`config.mk`:
```
export PLATFORM = sky130hd
export DESIGN_NAME = convb_param_loader
export DESIGN_NICKNAME = d
export VERILOG_FILES = /design/src/rtl/convb_param_loader.sv
export SDC_FILE = /design/constraint.sdc
export NUM_CORES = 1
export LEC_CHECK = 0
export ABC_CLOCK_PERIOD_IN_PS = 2400
export BUFFER_PORTS_ARGS = -buffer_cell sky130_fd_sc_hd__buf_2
export CORE_MARGIN = 3
export CORE_UTILIZATION = 35
export DETAILED_ROUTE_END_ITERATION = 8
export PLACE_DENSITY = 0.52
export SETUP_SLACK_MARGIN = 0.5
export SYNTH_ARGS = -nofsm -noshare
export SYNTH_HDL_FRONTEND = slang
export SYNTH_SLANG_ARGS = --single-unit
```
`constraint.sdc`:
```
create_clock -name clk -period 2.4 [get_ports clk]
set_input_delay 0.48 -clock clk [delete_from_list [all_inputs] [get_ports clk]]
set_output_delay 0.48 -clock clk [all_outputs]
set_load 0.05 [all_outputs]
```
`src/rtl/convb_param_loader.sv`:
```
// ConvB parameter loader.
// Takes one stream of weight and bias words and spreads it over the per-unit
// weight and bias memories, one filter at a time, round-robin across the units.
// It also holds back the stage start until a complete parameter set is loaded.
//
// Handshake: a word transfers on every rising edge where s_valid and s_ready
// are both 1. s_data must be stable while s_valid is high. s_ready is decoded
// straight from the state register. The producer may hold s_valid low for any
// number of cycles; the loader simply waits.
//
// Stream order: first the weights of filters 0..F-1, N words per filter, in
// memory order. Then one bias per filter, filters 0..F-1.
// Filter f goes to unit f mod U, slot f div U.
// Weight word i of filter f is written to address slot*N + i of the weight
// memory of that unit. The bias of filter f is written to address slot of the
// bias memory of that unit.
module convb_param_loader #(
  parameter int DATA_WIDTH        = 32,
  parameter int ADDRESS_BITS      = 15,
  parameter int IFM_DEPTH         = 3,
  parameter int KERNAL_SIZE       = 5,
  parameter int NUMBER_OF_FILTERS = 6,
  parameter int NUMBER_OF_UNITS   = 3
) (
  input  logic                       clk,
  input  logic                       reset,
  input  logic                       cfg_start,
  input  logic [DATA_WIDTH-1:0]      s_data,
  input  logic                       s_valid,
  output logic                       s_ready,
  output logic [DATA_WIDTH-1:0]      riscv_data,
  output logic [ADDRESS_BITS-1:0]    riscv_address,
  output logic [NUMBER_OF_UNITS-1:0] wm_enable_write,
  output logic [NUMBER_OF_UNITS-1:0] bm_enable_write,
  output logic                       busy,
  output logic                       params_valid,
  output logic                       load_done,
  input  logic                       start_from_previous,
  output logic                       start_to_conv,
  output logic [1:0]                 state_dbg
);

  localparam int N  = KERNAL_SIZE * KERNAL_SIZE * IFM_DEPTH;
  localparam int F  = NUMBER_OF_FILTERS;
  localparam int U  = NUMBER_OF_UNITS;
  localparam int IW = (N > 1) ? $clog2(N) : 1;
  localparam int FW = (F > 1) ? $clog2(F) : 1;
  localparam int UW = (U > 1) ? $clog2(U) : 1;

  localparam logic [IW-1:0]           I_LAST = IW'(N - 1);
  localparam logic [FW-1:0]           F_LAST = FW'(F - 1);
  localparam logic [UW-1:0]           U_LAST = UW'(U - 1);
  localparam logic [ADDRESS_BITS-1:0] N_ADDR = ADDRESS_BITS'(N);

  typedef enum logic [1:0] {
    ST_IDLE   = 2'd0,
    ST_LOAD_W = 2'd1,
    ST_LOAD_B = 2'd2,
    ST_DONE   = 2'd3
  } state_e;

  state_e                    state_q, state_d;
  logic [IW-1:0]             i_q, i_d;
  logic [FW-1:0]             f_q, f_d;
  // unit/slot/base follow f incrementally, so there is no divider in the address path
  logic [UW-1:0]             unit_q, unit_d;
  logic [ADDRESS_BITS-1:0]   slot_q, slot_d;
  logic [ADDRESS_BITS-1:0]   base_q, base_d;
  logic                      pv_q, pv_d;
  logic                      pend_q, pend_d;
  logic [DATA_WIDTH-1:0]     data_q, data_d;
  logic [ADDRESS_BITS-1:0]   addr_q, addr_d;
  logic [U-1:0]              wm_q, wm_d;
  logic [U-1:0]              bm_q, bm_d;
  logic                      done_q, done_d;
  logic                      start_q, start_d;
  logic [U-1:0]              unit_onehot;
  logic                      accept;

  assign s_ready         = (state_q == ST_LOAD_W) || (state_q == ST_LOAD_B);
  assign busy            = s_ready;
  assign accept          = s_valid && s_ready;
  assign riscv_data      = data_q;
  assign riscv_address   = addr_q;
  assign wm_enable_write = wm_q;
  assign bm_enable_write = bm_q;
  assign params_valid    = pv_q;
  assign load_done       = done_q;
  assign start_to_conv   = start_q;
  assign state_dbg       = state_q;

  // Decode the current unit into its one-hot write strobe.
  always_comb begin
    unit_onehot = '0;
    for (int k = 0; k < U; k++) begin
      unit_onehot[k] = (unit_q == UW'(k));
    end
  end

  // State register and all registered outputs.
  always_ff @(posedge clk or negedge reset) begin
    if (!reset) begin
      state_q <= ST_IDLE;
      i_q     <= '0;
      f_q     <= '0;
      unit_q  <= '0;
      slot_q  <= '0;
      base_q  <= '0;
      pv_q    <= 1'b0;
      pend_q  <= 1'b0;
      data_q  <= '0;
      addr_q  <= '0;
      wm_q    <= '0;
      bm_q    <= '0;
      done_q  <= 1'b0;
      start_q <= 1'b0;
    end else begin
      state_q <= state_d;
      i_q     <= i_d;
      f_q     <= f_d;
      unit_q  <= unit_d;
      slot_q  <= slot_d;
      base_q  <= base_d;
      pv_q    <= pv_d;
      pend_q  <= pend_d;
      data_q  <= data_d;
      addr_q  <= addr_d;
      wm_q    <= wm_d;
      bm_q    <= bm_d;
      done_q  <= done_d;
      start_q <= start_d;
    end
  end

  // Next state, counter advance, memory writes and start gating.
  always_comb begin
    state_d = state_q;
    i_d     = i_q;
    f_d     = f_q;
    unit_d  = unit_q;
    slot_d  = slot_q;
    base_d  = base_q;
    pv_d    = pv_q;
    pend_d  = pend_q;
    data_d  = '0;
    addr_d  = '0;
    wm_d    = '0;
    bm_d    = '0;
    done_d  = 1'b0;
    start_d = 1'b0;

    case (state_q)
      ST_IDLE, ST_DONE: begin
        if (cfg_start) begin
          // A new load wins over a same-cycle start; that start is kept as pending.
          state_d = ST_LOAD_W;
          i_d     = '0;
          f_d     = '0;
          unit_d  = '0;
          slot_d  = '0;
          base_d  = '0;
          pv_d    = 1'b0;
          if (start_from_previous) pend_d = 1'b1;
        end else if (state_q == ST_DONE) begin
          start_d = start_from_previous;
        end else if (start_from_previous) begin
          pend_d = 1'b1;
        end
      end

      ST_LOAD_W: begin
        if (start_from_previous) pend_d = 1'b1;
        if (accept) begin
          data_d = s_data;
          addr_d = base_q + ADDRESS_BITS'(i_q);
          wm_d   = unit_onehot;
          if (i_q == I_LAST) begin
            i_d = '0;
            if (f_q == F_LAST) begin
              state_d = ST_LOAD_B;
              f_d     = '0;
              unit_d  = '0;
              slot_d  = '0;
              base_d  = '0;
            end else begin
              f_d = f_q + 1'b1;
              if (unit_q == U_LAST) begin
                unit_d = '0;
                slot_d = slot_q + 1'b1;
                base_d = base_q + N_ADDR;
              end else begin
                unit_d = unit_q + 1'b1;
              end
            end
          end else begin
            i_d = i_q + 1'b1;
          end
        end
      end

      ST_LOAD_B: begin
        if (start_from_previous) pend_d = 1'b1;
        if (accept) begin
          data_d = s_data;
          addr_d = slot_q;
          bm_d   = unit_onehot;
          if (f_q == F_LAST) begin
            // The last bias completes the set; any held start is released now.
            state_d = ST_DONE;
            pv_d    = 1'b1;
            done_d  = 1'b1;
            start_d = pend_q || start_from_previous;
            pend_d  = 1'b0;
          end else begin
            f_d = f_q + 1'b1;
            if (unit_q == U_LAST) begin
              unit_d = '0;
              slot_d = slot_q + 1'b1;
            end else begin
              unit_d = unit_q + 1'b1;
            end
          end
        end
      end

      default: state_d = ST_IDLE;
    endcase
  end

endmodule

```
==> results of run 1 <==
-- what timing repair did --
| action | in CTS | in global routing |
|---|---|---|
| hold endpoints to repair | 0 | 0 |
| setup buffers | 17 | 10 |
| resized for setup | 42 | 55 |
| gates cloned | 0 | 1 |
| pin swaps | 13 | 20 |
| endpoints found under the setup margin | 51 | 57 |
-- layout by cell type (no fill, tap or decap), types with 6 or more instances in the layout --
master and n:
o21ai_0 36, a31oi_1 11, buf_4 34, xor2_1 17
xnor2_1 6, inv_1 10, nor2_1 33, and3_1 33
nand2_1 40, ha_4 6, o21ai_1 12, buf_6 6
o21ai_2 9, ha_1 9, buf_2 93, o31ai_2 7
nor3_1 6, dfrtp_1 98, clkbuf_16 9, nand3_1 18
nand4_1 11, a21oi_1 15
-- report_power, final --
group	internal [W]	leakage [nW]	total, W	switching [W]
logic	0.00115	1.56	0.00336	0.00222
registers	0.00193	1.38	0.00204	0.000107
clock network	0.000914	0.156	0.00157	0.000651
total	0.00399	3.10	0.00697	0.00298
-- cells by family (layout without fill, tap and decap cells) --
family                   after synthesis  after routing  synth area share (%)
XOR/XNOR                              23             23                 4.190
buffers and inverters                 38            167                 3.878
adder cells (fa/ha/maj)               19             19                 5.102
AND/OR/NAND/NOR                      173            174                 18.61
AO/OA/AOI/OAI                        122            122                 15.20
flip-flops                           101            101                 52.58
multiplexers                           2              2                0.4425
-- path summary, 6_finish.rpt --
check / to / from
min: unit_q[0] / reset
max in group asynchronous: i_q[0] / reset
max reg2reg: base_q[10] / i_q[5]
min reg2reg: params_valid / params_valid
max: base_q[10] / i_q[5]
min in group clk: riscv_data[27] / s_data[27]
-- synth_stat cells (7+ instances only) --
| master | count |
|---|---|
| dfrtp_1 | 101 |
| o21ai_0 | 57 |
| nand2_1 | 44 |
| and3_1 | 35 |
| nor2_1 | 34 |
| a21oi_1 | 18 |
| ha_1 | 18 |
| nand3_1 | 18 |
| clkbuf_1 | 17 |
| xor2_1 | 17 |
| inv_1 | 14 |
| a31oi_1 | 11 |
| nand4_1 | 11 |
| o31ai_1 | 9 |
| nand2b_1 | 7 |
-- registers in the layout (all words and copies together), names as in the netlist, 2 cells and up --
signal,count
base_q,15
bm_enable_write,3
f_q,3
i_q,7
riscv_address,15
riscv_data,32
slot_q,15
state_dbg,2
unit_q,2
wm_enable_write,3
-- layout make-up --
cell class,instances,share of cell area (%)
clock buffers,10,3.560
clock inverters,6,1.362
inverters,14,0.8171
multi-input cells,340,38.13
flip-flops and latches,101,39.36
well taps,176,3.424
repair buffers,137,13.35
-- stage by stage --
| step | worst slack [ns] | utilization (%) |
|---|---|---|
| 2_1_floorplan | 0.1888 | - |
| 3_5_place_dp | 0.2260 | 41.62 |
| 4_1_cts | 0.2471 | 45.83 |
| 5_1_grt | 0.2010 | 48.18 |
| 3_3_place_gp | 0.2759 | 41.62 |
| 6_report | 0.3141 | 48.18 |
-- layer usage --
metal  vias to the layer above  track usage [%]
li1                       1942                -
met1                      2037            24.40
met2                        68            29.29
met3                        10            2.973
met4                         0            5.467
met5                         -                0
==> impl_metrics.env, run 1 <==
export IMPL_status="completed"
export IMPL_path_class="reg2reg"
export IMPL_placed_area_mm2=0.005555
export IMPL_setup_tns_final_ns=0
export IMPL_port_buffers=96
export IMPL_diodes=0
export IMPL_route_met2_wl_um=6661
export IMPL_endpoint_kind="flop"
export IMPL_gp_congestion=0.8362
export IMPL_cts_tree="built"
export IMPL_synth_async_reset_ratio_pct=100.0
export IMPL_die_h_um=123.2
export IMPL_setup_viol_count_final=0
export IMPL_crit_cells=5
export IMPL_wl_met1_um=6201
export IMPL_seq_area_mm2=0.002531
export IMPL_netlist_area_leader_share_pct=52.58
export IMPL_report_power_total_w=0.006967
export IMPL_grt_antenna_before_repair=0
export IMPL_netlist_instances=478
export IMPL_path_clk_slew_ns=0.07
export IMPL_syn2layout_area_growth_pct=33.78
export IMPL_period_share_pct=86.91
export IMPL_rr_worst_depth=5
export IMPL_viasPerCell=5.175
export IMPL_finalHoldViolations=0
export IMPL_ys_seq_area_share_pct=52.58
export IMPL_worstPathRequired_ns=2.68
export IMPL_num_vias=4057
export IMPL_powerDensity_mw_per_mm2=1083
export IMPL_hpwl_um=9313
export IMPL_wire_per_inst_um=17.04
export IMPL_grt_max_degree=51
export IMPL_drtAntennaViolNets=0
export IMPL_worstMarginPinSlew_ns=0.4932
export IMPL_finalMaxSlewViolations=0
export IMPL_drive_gt1_share_pct=36.68
export IMPL_ys_flop_type="dfrtp_1"
export IMPL_top_layer="met4"
export IMPL_avgSynthCellArea_um2=10.06
export IMPL_path_buf_inv=0
export IMPL_finalNonFillerCells=784
export IMPL_cts_sinks=101
export IMPL_fmax_mhz=479.4
export IMPL_cpMaxStageDelayCell="or4b_4"
export IMPL_rsz0062_at_grt="true"
export IMPL_synth_area_top_cells="dfrtp_1, o21ai_0, ha_1"
export IMPL_max_cap_violations=0
export IMPL_r2r_slack_ns=0.31
export IMPL_grt_first_pass_wirelength_um=20880
export IMPL_cts_buffer_depth=2
export IMPL_path_cells="or4b_4 -> or4b_4 -> a211oi_4 -> a41oi_2 -> a31oi_1"
export IMPL_yosys_warnings=0
export IMPL_multi_input_comb_area_mm2=0.002452
export IMPL_nets=659
export IMPL_cts_inserted_buffers=9
export IMPL_fillCellCount=1274
export IMPL_max_vdd_ir_drop_uv=455.3
export IMPL_grt_usage_pct=17.90
export IMPL_routed_wl_um=13360
export IMPL_hold_class="in2async"
export IMPL_design_area_mm2=0.006431
export IMPL_start_util_pct=36.01
export IMPL_whs_ns=0.08527
export IMPL_core_mm2=0.01335
export IMPL_finClkSkew_ns=0.008860
export IMPL_synth_cell_type_count=49
export IMPL_grt_ovfl_total=0
export IMPL_dp_cells=740
export IMPL_synth_area_mm2=0.004807
export IMPL_die_w_um=123.2
export IMPL_first_pass_iters=5
export IMPL_cellLeakagePower_nw=3.100
export IMPL_crit_path_frequent_cell="or4b_4"
export IMPL_cp_top_family="simple AND/OR/NAND/NOR gates"
export IMPL_ys_ff_latch=101
export IMPL_row_count=42
export IMPL_cp_arrival_ns=2.36
export IMPL_cts_root_buf="clkbuf_16"
export IMPL_num_io_pins=97
export IMPL_hold_buffers=0
export IMPL_synth_edf_count=0
export IMPL_worstPathMaxFanout=4
export IMPL_synth_nets=534
export IMPL_dieArea_mm2=0.01518
export IMPL_grt_pass1_vias=3909
export IMPL_max_stage_delay_ns=0.55
export IMPL_wl_met3_um=352
export IMPL_drtIter0Drc=293
export IMPL_drc_errors=0
export IMPL_start_kind="flop"
export IMPL_clock_latency_ns=0.35
export IMPL_synth_top_area_cell="dfrtp_1"
export IMPL_maxSlewHeadroom_pct=66.77
export IMPL_htree_levels=3
export IMPL_fin_crit_ns=2.086
No activity file was read; power rests on OpenSTA's default activity.
==> run 2, diff against run 1 <==
CELL_PAD_IN_SITES_DETAIL_PLACEMENT = 1   (was default)
CELL_PAD_IN_SITES_GLOBAL_PLACEMENT = 1   (was default)
PLACE_DENSITY = 0.65   (was 0.52)
==> impl_metrics.env, run 2 (synthesis results as in run 1) <==
export IMPL_row_count=42
export IMPL_cellLeakagePower_nw=3.213
export IMPL_drc_errors=0
export IMPL_start_util_pct=36.01
export IMPL_cp_top_family="simple AND/OR/NAND/NOR gates"
export IMPL_most_common_layout_cells="dfrtp_1, buf_2, nand2_1"
export IMPL_grt_usage_pct=19.96
export IMPL_dieArea_mm2=0.01518
export IMPL_htree_levels=3
export IMPL_drive_gt1_share_pct=37.76
export IMPL_path_clk_slew_ns=0.08
export IMPL_max_vdd_ir_drop_uv=586.7
export IMPL_setup_viol_count_final=0
export IMPL_largest_reg_flops=32
export IMPL_powerDensity_mw_per_mm2=1154
export IMPL_fillCellCount=1520
export IMPL_cts_sinks=101
export IMPL_start_kind="flop"
export IMPL_final_common_cell="dfrtp_1"
export IMPL_num_vias=4215
export IMPL_status="completed"
export IMPL_fmax_mhz=445.6
export IMPL_wire_per_inst_um=19.16
export IMPL_routed_wl_um=15190
export IMPL_grt_first_pass_wirelength_um=23360
export IMPL_finalNonFillerCells=793
export IMPL_dp_cells=743
export IMPL_cp_arrival_ns=2.51
export IMPL_viasPerCell=5.315
export IMPL_finalHoldViolations=0
export IMPL_period_share_pct=93.52
export IMPL_rsz0062_at_grt="true"
export IMPL_setup_ws_ns=0.1556
export IMPL_grt_antenna_before_repair=0
export IMPL_endpoint_kind="flop"
export IMPL_path_class="reg2reg"
export IMPL_path_cells="or4b_4 -> buf_6 -> buf_6 -> o21ai_4 -> nand3b_1 -> buf_4 -> o41ai_2"
export IMPL_grt_max_degree=66
export IMPL_finClkSkew_ns=0.01392
export IMPL_setup_tns_final_ns=0
export IMPL_place_ws_ns=0.1330
export IMPL_grt_pass1_vias=4398
export IMPL_worstMarginPinSlew_ns=0.5927
export IMPL_clock_latency_ns=0.36
export IMPL_num_io_pins=97
export IMPL_grt_ovfl_total=0
export IMPL_cts_buffer_depth=2
export IMPL_first_pass_iters=4
export IMPL_syn2layout_area_growth_pct=37.01
export IMPL_max_stage_delay_ns=0.56
export IMPL_die_w_um=123.2
export IMPL_die_h_um=123.2
export IMPL_path_buf_inv=3
export IMPL_drtIter0Drc=272
export IMPL_cts_tree="built"
export IMPL_max_cap_violations=0
export IMPL_diodes=0
export IMPL_hpwl_um=10130
export IMPL_gp_congestion=0.8777
export IMPL_design_area_mm2=0.006586
export IMPL_placed_area_mm2=0.005578
export IMPL_worstPathMaxFanout=5
export IMPL_cts_root_buf="clkbuf_16"
export IMPL_cts_inserted_buffers=9
export IMPL_core_mm2=0.01335
export IMPL_crit_path_frequent_cell="buf_6"
export IMPL_hold_class="in2reg"
export IMPL_finalMaxSlewViolations=0
export IMPL_fin_crit_ns=2.244
export IMPL_nets=668
export IMPL_drtAntennaViolNets=0
export IMPL_maxSlewHeadroom_pct=60.18
export IMPL_cpMaxStageDelayCell="or4b_4"
export IMPL_port_buffers=96
export IMPL_worstPathRequired_ns=2.67
-- run 2: final timing paths --
kind | startpoint | slack [ns] | to | cells past startpoint
worst min register to register | params_valid | 0.50 | params_valid | 1
worst max-delay path | i_q[4] | 0.16 | slot_q[4] | 7
min in group asynchronous | reset | 0.47 | riscv_address[3] | 2
worst min-delay path | s_data[31] | 0.37 | riscv_data[31] | 2
worst max register to register | i_q[4] | 0.16 | slot_q[4] | 7
max in group asynchronous | reset | 1.30 | i_q[1] | 3
-- run 2: layout make-up --
type | count | area [µm²] | area share (%)
tap | 176 | 220.2 | 3.343
multi-input combinational | 340 | 2450 | 37.20
clock buffer | 11 | 252.7 | 3.837
sequential | 101 | 2531 | 38.43
timing repair buffer | 146 | 973.4 | 14.78
clock inverter | 5 | 106.4 | 1.615
inverter | 14 | 52.55 | 0.7979
-- run 2: layer usage --
layer,up-vias,global-route usage [%],wire [µm]
met3,19,3.248,334
li1,1964,-,-
met2,56,34.45,7915
met1,2176,25.65,6624
met4,0,6.228,319
met5,-,0,0
-- run 2: repair_timing --
item | CTS | global route
endpoints found under the hold margin | 6 | 0
buffers inserted | 12 | 19
hold buffers | 1 | 0
gates resized for setup | 21 | 86
endpoints found under the setup margin | 56 | 57
cloned | 1 | 1
pin swaps | 12 | 20
-- run 2: per-stage QoR --
stage          power [W]  hold WS [ns]  utilization (%)
2_1_floorplan   0.004052        0.1844                -
3_3_place_gp    0.004751        0.3076            41.79
3_5_place_dp    0.004817        0.3095            41.79
4_1_cts         0.007005        0.3595            46.00
5_1_grt         0.007980        0.3607            49.34
6_report        0.007602        0.3691            49.34
-- run 2: power breakdown --
| part | leakage, nW | internal (W) | switching (W) | total (W) |
|---|---|---|---|---|
| logic | 1.66 | 0.00143 | 0.00239 | 0.00381 |
| clock network | 0.172 | 0.00108 | 0.000657 | 0.00173 |
| registers | 1.38 | 0.00193 | 0.000125 | 0.00206 |
==> run 3, diff against run 2 <==
RECOVER_POWER = 25   (was default)
==> impl_metrics.env, run 3 (synthesis results as in run 1) <==
export IMPL_port_buffers=96
export IMPL_design_area_mm2=0.006570
export IMPL_drc_errors=0
export IMPL_fin_crit_ns=2.237
export IMPL_largest_reg_flops=32
export IMPL_setup_tns_final_ns=0
export IMPL_drtIter0Drc=272
export IMPL_max_stage_delay_ns=0.56
export IMPL_nets=668
export IMPL_path_buf_inv=3
export IMPL_worstPathMaxFanout=5
export IMPL_fillCellCount=1524
export IMPL_finalMaxSlewViolations=0
export IMPL_powerDensity_mw_per_mm2=1157
export IMPL_placed_area_mm2=0.005578
export IMPL_final_common_cell="dfrtp_1"
export IMPL_viasPerCell=5.324
export IMPL_finish_utilization_pct=49.22
export IMPL_hold_class="in2reg"
export IMPL_start_util_pct=36.01
export IMPL_path_cells="or4b_4 -> buf_6 -> buf_6 -> o21ai_4 -> nand3b_1 -> buf_4 -> o41ai_2"
export IMPL_max_cap_violations=0
export IMPL_fmax_mhz=447.0
export IMPL_drive_gt1_share_pct=37.60
export IMPL_cts_buffer_depth=2
export IMPL_diodes=0
export IMPL_period_share_pct=93.21
export IMPL_num_io_pins=97
export IMPL_finClkSkew_ns=0.01353
export IMPL_cts_root_buf="clkbuf_16"
export IMPL_routed_wl_um=15190
export IMPL_cellLeakagePower_nw=3.204
export IMPL_drtAntennaViolNets=0
export IMPL_max_vdd_ir_drop_uv=586.6
export IMPL_htree_levels=3
export IMPL_first_pass_iters=4
export IMPL_num_vias=4222
export IMPL_status="completed"
export IMPL_path_clk_slew_ns=0.08
export IMPL_grt_ovfl_total=0
export IMPL_path_class="reg2reg"
export IMPL_syn2layout_area_growth_pct=36.67
export IMPL_most_common_layout_cells="dfrtp_1, buf_2, nand2_1"
export IMPL_hpwl_um=10130
export IMPL_start_kind="flop"
export IMPL_grt_usage_pct=19.96
export IMPL_multi_input_comb_area_mm2=0.002450
export IMPL_dieArea_mm2=0.01518
export IMPL_die_w_um=123.2
export IMPL_wire_per_inst_um=19.16
export IMPL_cts_sinks=101
export IMPL_worstPathRequired_ns=2.67
export IMPL_clock_latency_ns=0.36
export IMPL_grt_first_pass_wirelength_um=23360
export IMPL_grt_max_degree=66
export IMPL_gp_congestion=0.8777
export IMPL_cp_top_family="simple AND/OR/NAND/NOR gates"
export IMPL_seq_area_mm2=0.002531
export IMPL_cts_inserted_buffers=9
export IMPL_grt_antenna_before_repair=0
export IMPL_row_count=42
export IMPL_cp_arrival_ns=2.50
export IMPL_endpoint_kind="flop"
export IMPL_die_h_um=123.2
export IMPL_cpMaxStageDelayCell="or4b_4"
export IMPL_worstMarginPinSlew_ns=0.9056
export IMPL_finalHoldViolations=0
export IMPL_setup_viol_count_final=0
export IMPL_rsz0062_at_grt="true"
export IMPL_grt_pass1_vias=4398
export IMPL_core_mm2=0.01335
export IMPL_maxSlewHeadroom_pct=39.63
export IMPL_crit_path_frequent_cell="buf_6"
export IMPL_cts_tree="built"
==> run 3: cell types whose count changed in the layout (fill, tap and decap cells not counted) <==
| cell | change |
|---|---|
| clkbuf_1 | +1 |
| buf_4 | -1 |
| buf_12 | -1 |
| clkbuf_4 | +1 |
==> run 3: routing by layer <==
metal	GRT usage (%)	routed length (µm)	vias to the layer above	share of wire [%]
li1	-	-	1962	-
met1	25.65	6587	2174	43
met2	34.45	7929	67	52
met3	3.248	355	19	2.3
met4	6.228	319	0	2.1
met5	0	0	-	0
==> run 3: worst register-to-register path, stage by stage, from the launching register on <==
cell	delay [ns]
dfrtp_1	0.41
or4b_4	0.56
buf_6	0.14
buf_6	0.11
o21ai_4	0.26
nand3b_1	0.23
buf_4	0.20
o41ai_2	0.25
==> run 3: timing repair <==
action,in CTS,in global routing
pin swaps,12,20
gates cloned,1,1
hold buffers,1,0
setup buffers,12,19
endpoints found under the hold margin,6,0
resized for setup,21,86
setup endpoints to repair,56,57
==> run 3: final timing paths <==
check | slack, ns | start | cells after the start | endpoint
worst max-delay path | 0.16 | i_q[4] | 7 | slot_q[4]
min in group asynchronous | 0.55 | reset | 2 | riscv_address[3]
worst max register to register | 0.16 | i_q[4] | 7 | slot_q[4]
max in group asynchronous | 0.51 | reset | 3 | state_dbg[1]
worst min-delay path | 0.37 | s_data[31] | 2 | riscv_data[31]
worst min register to register | 0.50 | params_valid | 1 | params_valid
==> run 3: per-stage QoR <==
| stage | worst slack (ns) | total power [W] | hold WS [ns] | cells |
|---|---|---|---|---|
| after floorplan | 0.1888 | 0.004052 | 0.1844 | 478 |
| after global placement | 0.2116 | 0.004751 | 0.3076 | 743 |
| after detailed placement | 0.1330 | 0.004817 | 0.3095 | 743 |
| after CTS | 0.2203 | 0.007005 | 0.3595 | 773 |
| after global routing | 0.07690 | 0.007976 | 0.3607 | 793 |
| final | 0.1629 | 0.007599 | 0.3690 | 793 |
==> run 3: final cells by class <==
type,count,share of cell area [%]
clock buffers,11,3.847
flip-flops and latches,101,38.53
inverters,14,0.7998
clock inverters,5,1.619
multi-input cells,340,37.29
repair buffers,146,14.57
well taps,176,3.352
==> run 3: power breakdown <==
part	leakage (nW)	switching (W)	internal (W)	total, W
clock	0.172	0.000656	0.00108	0.00173
sequential	1.38	0.000126	0.00193	0.00206
combinational	1.65	0.00239	0.00142	0.00381
total	3.20	0.00317	0.00443	0.00760
